**src/rtl/if_id_queue.sv**
```systemverilog
// Fetch-to-decode instruction queue: buffers pre-classified instruction words
// and hands them to ID in order under a valid/ack handshake.

package if_id_queue_pkg;

    typedef struct packed {
        logic        valid;
        logic [63:0] predict_address;
        logic        predict_taken;
    } branchpredict_sbe;

    typedef struct packed {
        logic [63:0]      address;
        logic [31:0]      instruction;
        branchpredict_sbe branch_predict;
        logic             is_compressed;
        logic             is_illegal;
    } fetch_entry;

endpackage

module if_id_queue
    import if_id_queue_pkg::*;
#(
    parameter int unsigned DEPTH = 4
) (
    input  logic                       clk_i,
    input  logic                       rst_ni,
    input  logic                       flush_i,
    input  logic                       in_valid_i,
    output logic                       in_ready_o,
    input  logic [63:0]                in_addr_i,
    input  logic [31:0]                in_instr_i,
    input  branchpredict_sbe           in_bp_i,
    output fetch_entry                 fetch_entry_o,
    output logic                       fetch_valid_o,
    input  logic                       fetch_ack_i,
    output logic [$clog2(DEPTH):0]     count_o
);

    localparam int unsigned PW = $clog2(DEPTH);
    localparam int unsigned CW = PW + 1;
    localparam logic [CW-1:0] FULL = CW'(DEPTH);

    fetch_entry      mem_q [DEPTH];
    logic [PW-1:0]   rd_ptr_q, rd_ptr_d;
    logic [PW-1:0]   wr_ptr_q, wr_ptr_d;
    logic [CW-1:0]   count_q, count_d;
    logic            push, pop;
    fetch_entry      new_entry;

    assign in_ready_o    = (count_q != FULL);
    assign fetch_valid_o = (count_q != '0);
    assign count_o       = count_q;
    assign fetch_entry_o = fetch_valid_o ? mem_q[rd_ptr_q] : '0;

    assign push = in_valid_i && in_ready_o && !flush_i;
    assign pop  = fetch_valid_o && fetch_ack_i && !flush_i;

    always_comb begin
        new_entry                = '0;
        new_entry.address        = in_addr_i;
        new_entry.instruction    = in_instr_i;
        new_entry.branch_predict = in_bp_i;
        new_entry.is_compressed  = (in_instr_i[1:0] != 2'b11);
        new_entry.is_illegal     = (in_instr_i[15:0] == 16'h0000) ||
                                   (in_instr_i == 32'hFFFF_FFFF);
    end

    always_comb begin
        rd_ptr_d = rd_ptr_q;
        wr_ptr_d = wr_ptr_q;
        count_d  = count_q;
        if (flush_i) begin
            rd_ptr_d = '0;
            wr_ptr_d = '0;
            count_d  = '0;
        end else begin
            if (push) wr_ptr_d = wr_ptr_q + PW'(1);
            if (pop)  rd_ptr_d = rd_ptr_q + PW'(1);
            case ({push, pop})
                2'b10:   count_d = count_q + CW'(1);
                2'b01:   count_d = count_q - CW'(1);
                default: count_d = count_q;
            endcase
        end
    end

    always_ff @(posedge clk_i) begin
        if (!rst_ni) begin
            rd_ptr_q <= '0;
            wr_ptr_q <= '0;
            count_q  <= '0;
        end else begin
            rd_ptr_q <= rd_ptr_d;
            wr_ptr_q <= wr_ptr_d;
            count_q  <= count_d;
        end
    end

    // Slot data is not reset; the zero-when-empty output mux hides stale words.
    always_ff @(posedge clk_i) begin
        if (rst_ni && push) begin
            mem_q[wr_ptr_q] <= new_entry;
        end
    end

endmodule
```
**config.mk**
```make
export PLATFORM = sky130hd
export DESIGN_NAME = if_id_queue
export DESIGN_NICKNAME = d
export VERILOG_FILES = /design/src/rtl/if_id_queue.sv
export SDC_FILE = /design/constraint.sdc
export NUM_CORES = 1
export LEC_CHECK = 0
export ABC_AREA = 1
export BUFFER_PORTS_ARGS = -buffer_cell sky130_fd_sc_hd__buf_2
export CAP_MARGIN = 0
export CORE_MARGIN = 2
export CORE_UTILIZATION = 50
export CTS_CLUSTER_DIAMETER = 120
export DETAILED_ROUTE_END_ITERATION = 10
export PLACE_DENSITY = 0.75
export SYNTH_ARGS = -nofsm -noshare
export SYNTH_HDL_FRONTEND = slang
export SYNTH_SLANG_ARGS = --single-unit
export TNS_END_PERCENT = 50
```
**constraint.sdc**
```tcl
create_clock -name clk_i -period 19.3 [get_ports clk_i]
set_input_delay 2.895 -clock clk_i [delete_from_list [all_inputs] [get_ports clk_i]]
set_output_delay 2.895 -clock clk_i [all_outputs]
set_load 0.02 [all_outputs]
```
# Yosys cells after proc, flatten, opt, wreduce, memory -nomap -nowiden
# Memory sizes are Yosys's and may differ from the RTL's. A register that Yosys moved wholly into a read port is not among the register bits.
# Cells that the tools add are included.
[word_totals] ram_bits=656 regBits=7 input_bits=167 output_inout_bits=169 memories=1
[memory_table] name="mem_q" words=4 word_bits=164 rd=1 rd_ports_with_merged_regs=1 write_ports=1 line_no="45" source="fetch_entry mem_q [DEPTH];"
[op_classes] n_addsub=4 n_reduce_logical=11 n_bitwise=1 eq_ne=5 muxes=6
[ops] cell="$mux W164" count=1
[ops] cell="$eq A32 B32 Y1 const B" count=1
[ops] cell="$logic_not A16 Y1" count=1
[ops] cell="$pmux W3 S2" count=1
[ops] cell="$logic_and A1 B1 Y1" count=5
[ops] cell="$add A2 B1 Y2 const B" count=2
[ops] cell="$mux W2" count=2
[ops] cell="$add A3 B1 Y3 const B" count=1
[ops] cell="$ne A3 B3 Y1 const B" count=1
[ops] cell="$reduce_bool A3 Y1" count=1
[ops] cell="$sub A3 B1 Y3 const B" count=1
[ops] cell="$eq A2 B1 Y1 const B" count=1
[ops] cell="$eq A2 B2 Y1 const B" count=1
[ops] cell="$mux W1" count=2
[ops] cell="$ne A2 B2 Y1 const B" count=1
[ops] cell="$reduce_bool A2 Y1" count=1
[ops] cell="$reduce_or A2 Y1" count=1
[ops] cell="$logic_not A1 Y1" count=1
[ops] cell="$logic_or A1 B1 Y1" count=1
[ops] cell="$not A1 Y1" count=1

# Longest topological paths before layout
[depth] ltp_word=6 mapped_depth=13

# Least setup slack after synthesis
# No wires, ideal clock.
[synth_timing] path_kind="input -> register" from="in in_valid_i" to="mem mem_q[0][0] (netlist bit) (enable)" slack_ns=8.526 path_stages=4 path_buffers=0 arrival_ns=10.084 required_ns=18.609 cell_sequence="inv_1 nor2_1 nand3_1 nor2_1"
[synth_via] elab_chain_cells=5
[synth_rtl] element="start, declared" line_no="30" source="input logic in_valid_i,"
[synth_rtl] element="$logic_and A1 B1 Y1 (2 in a row)" line_no="57" source="assign push = in_valid_i && in_ready_o && !flush_i;"
[synth_rtl] element="$logic_and A1 B1 Y1" line_no="103" source="if (rst_ni && push) begin"
[synth_rtl] element="$mux W1" line_no="103"
[synth_rtl] element="$mux W1 (not written as such)" line_no="104" source="mem_q[wr_ptr_q] <= new_entry;"
[synth_rtl] element="end, declared" line_no="45"
# No other way between the ends.

==> flow_summary_export.csv <==
group,metric,value,unit
clock_tree,post-cts-setup-buffer-count,0,
setup_path,path_cells,"buf_4 > buf_4 > nor2_1 > nor2_1 > o21ai_0 > a21oi_1 > buf_2",
clock_tree,clkSlewWorstSetupHoldPaths,0.06,ns
timing,final.period_utilization,34.2,%
synthesis,syn-num-nets,2229,
pwr,p_leak,10.9,nW
clock_tree,clk_latency,0.59,ns
setup_path,slowest_stage,"buf_4",
setup_path,critical-path-max-stage-delay,0.86,ns
clock_tree,cts_tree,"yes",
timing,max_freq,151,MHz
global_routing,gr-total-overflow,0,
global_routing,track_usage,21.1,%
setup_path,worst_setup_path_start_kind,"flop",
pwr,p_int,2.34,mW
die,io_pins,336,
global_routing,grt_max_degree,204,
clock_tree,cts_max_level,3,
pwr,power_density,97.7,nW/um^2
hold_path,hold_path_class,"flop to flop",
setup_path,arrival,3.71,ns
die,fp.dieArea,54200,sq um
synthesis,synth-seq-area-share,75.9,%
clock_tree,cts_buffer_depth,3,
synthesis,synthTopCellsByArea,"edfxtp_1 75%, nor2_1 9.8%, o21ai_0 6.2%, a21oi_1 3.2%, buf_6 0.99%",
setup_path,worstSetupPathType,"flop to output port",
die,die_x,233,microns
finish,syn2layout_area_growth,15.1,%
timing,whs,0.485,ns
synthesis,avgSynthCellArea,12.7,sq um
pwr,pwr-share-seq,54.5,%
timing,rsz0062_at_grt,"false",
pwr,sw_frac_of_total,20.3,%
setup_path,worstPathRequired,16.41,ns
finish,finalNetCount,2528,
timing,finalMaxSlewViolations,0,
route,ant_nets,0,
timing,setup_viol,0,
setup_path,endpoint_kind,"output port",
pwr,p_clk_share,41.3,%
synthesis,ys_types,20,
synthesis,yosys_register_bits,665,
die,start_util,50.8,%
route,route.detailed.drc,0,
synthesis,synth_top_area_share,75.2,%
timing,fin_worst_skew,0.0239,ns
timing,setup_tns,0,ns
setup_path,cp.buffers_inverters,3,
die,rows,83,
clock_tree,cts_sinks,665,
finish,finalInstanceArea,30100,sq um
synthesis,netlist_area,26200,sq um
clock_tree,ctsHoldBuffers,0,
die,core,51500,sq um
global_routing,grt_pass1_vias,16312,
timing,slew_headroom,23.7,%
route,routedWlPerCell,18.8,microns
placed_design,hpwl,32400,microns
run,max-cap-violations,0,
route,num_vias,16790,
route,drtIter0Drc,1542,
route,wl,58000,microns
status,status,"completed",
timing,period_minus_slack,6.61,ns
pwr,ir_worst_vdd,0.0685,mV
synthesis,synth_top_cell_by_area,"edfxtp_1",
timing,hold_viol_final,0,
setup_path,worst-path-max-fanout,101,
synthesis,synthCells,2056,
placed_design,gp_congestion,0.774,
setup_path,worst-r2r-cell-count,6,
setup_path,cp.depth,7,
route,first_pass_iters,5,
hold_path,hold_depth,2,
global_routing,grt_pass1_wl,88000,microns
clock_tree,cts_resized,0,
die,die_height,233,microns
placed_design,placed_cell_area,28100,sq um
global_routing,antenna_found_initial,8,
route,vias_per_cell,5.44,
setup_path,path_delay_family,"buffers and inverters",
pwr,p_comb_share,4.3,%
finish,drive_above_1_share,18.8,%
placed_design,io_buffers,335,
timing,tightest_slew,1.14,ns
clock_tree,cts-root-buf,"clkbuf_16",
pwr,p_switching,0.599,mW
clock_tree,numCtsBuffers,67,
synthesis,ys_warn_count,0,
cell usage in the layout, fill, tap and decap left out, types with 14 or more instances in the layout:
| cell | count |
|---|---|
| a21oi_1 | 169 |
| buf_2 | 335 |
| buf_4 | 22 |
| clkbuf_1 | 18 |
| clkbuf_16 | 71 |
| clkinv_1 | 14 |
| edfxtp_1 | 656 |
| inv_1 | 19 |
| nand2_1 | 43 |
| nor2_1 | 683 |
| o21ai_0 | 326 |
power by group through the flow:
stage	logic [mW]	registers, mW	clock network, mW
5_1_grt	0.137	1.60	1.30
6_report	0.125	1.60	1.21
3_3_place_gp	0.121	1.63	0
3_5_place_dp	0.125	1.63	0
4_1_cts	0.126	1.60	1.24
2_1_floorplan	0.0631	1.64	0
cell type report:
| class | count | area (sq um) |
|---|---|---|
| Tap cell | 680 | 851 |
| Inverter | 22 | 100 |
| Clock buffer | 92 | 1890 |
| Timing Repair Buffer | 357 | 1840 |
| Fill cell | 4011 | 21400 |
| Multi-Input combinational cell | 1242 | 5390 |
| Clock inverter | 25 | 168 |
| Sequential cell | 665 | 19900 |
| Antenna cell | 4 | 10.0 |
routing by layer:
metal | GRT usage, % | part of all wire [%] | wire length (microns)
met1 | 26.6 | 40 | 23100
met4 | 7.13 | 2.0 | 1150
met5 | 0 | 0.079 | 46
met3 | 5.33 | 8.5 | 4930
met2 | 35.6 | 50 | 28800
final timing paths:
check / from / end / slack, ns
worst max-delay path: flop / fetch_entry_o[17] / 12.69
worst min-delay path: count_o[0]$_SDFFE_PP0P_ / count_o[0]$_SDFFE_PP0P_ / 0.49
worst max register to register: count_o[0]$_SDFFE_PP0P_ / mem_q[3][10]$_DFFE_PP_ / 15.97
worst min register to register: count_o[0]$_SDFFE_PP0P_ / count_o[0]$_SDFFE_PP0P_ / 0.49
logic make-up (layout without fill, tap and decap cells):
kind of cell	after synthesis	in the layout	synth area share [%]
adder cells (fa/ha/maj)	6	6	0.315
AO/OA/AOI/OAI	498	498	9.52
flip-flops	665	665	75.9
buffers and inverters	149	496	3.59
AND/OR/NAND/NOR	738	738	10.6
other	0	4	0
state kept, by name, summed over array words and instances (netlist names), named ones only:
signal / cells
rd_ptr_q: 2
wr_ptr_q: 2
count_o: 3
mem_q: 656
cell usage after synthesis:
master	n
o21ai_0	326
nand3_2	1
o21ai_1	3
clkbuf_1	9
fa_1	1
inv_2	1
nand3_1	7
nor2_1	687
clkbuf_2	32
clkbuf_8	9
buf_6	23
inv_1	21
nand2_1	43
buf_4	10
edfxtp_1	656
ha_1	5
buf_2	33
buf_1	11
a21oi_1	169
dfxtp_1	9
metrics by stage:
| stage | cells | power, mW | utilization [%] | worst slack, ns |
|---|---|---|---|---|
| floorplan | 2056 | 1.70 | - | 8.53 |
| global placement | 2966 | 1.75 | 54.5 | 13.37 |
| detailed placement | 2966 | 1.76 | 54.5 | 13.35 |
| CTS | 3083 | 2.97 | 58.5 | 12.69 |
| global route | 3086 | 3.04 | 58.5 | 12.40 |
| finish | 3087 | 2.94 | 58.5 | 12.69 |
worst register-to-register path, stage by stage, from the launching register on:
cell	delay, ns
dfxtp_1	0.35
inv_1	0.12
nand3_1	0.20
nand3_1	0.34
nor2_4	0.51
buf_4	0.53
buf_4	0.77
Power figures use the tool's default switching activity.
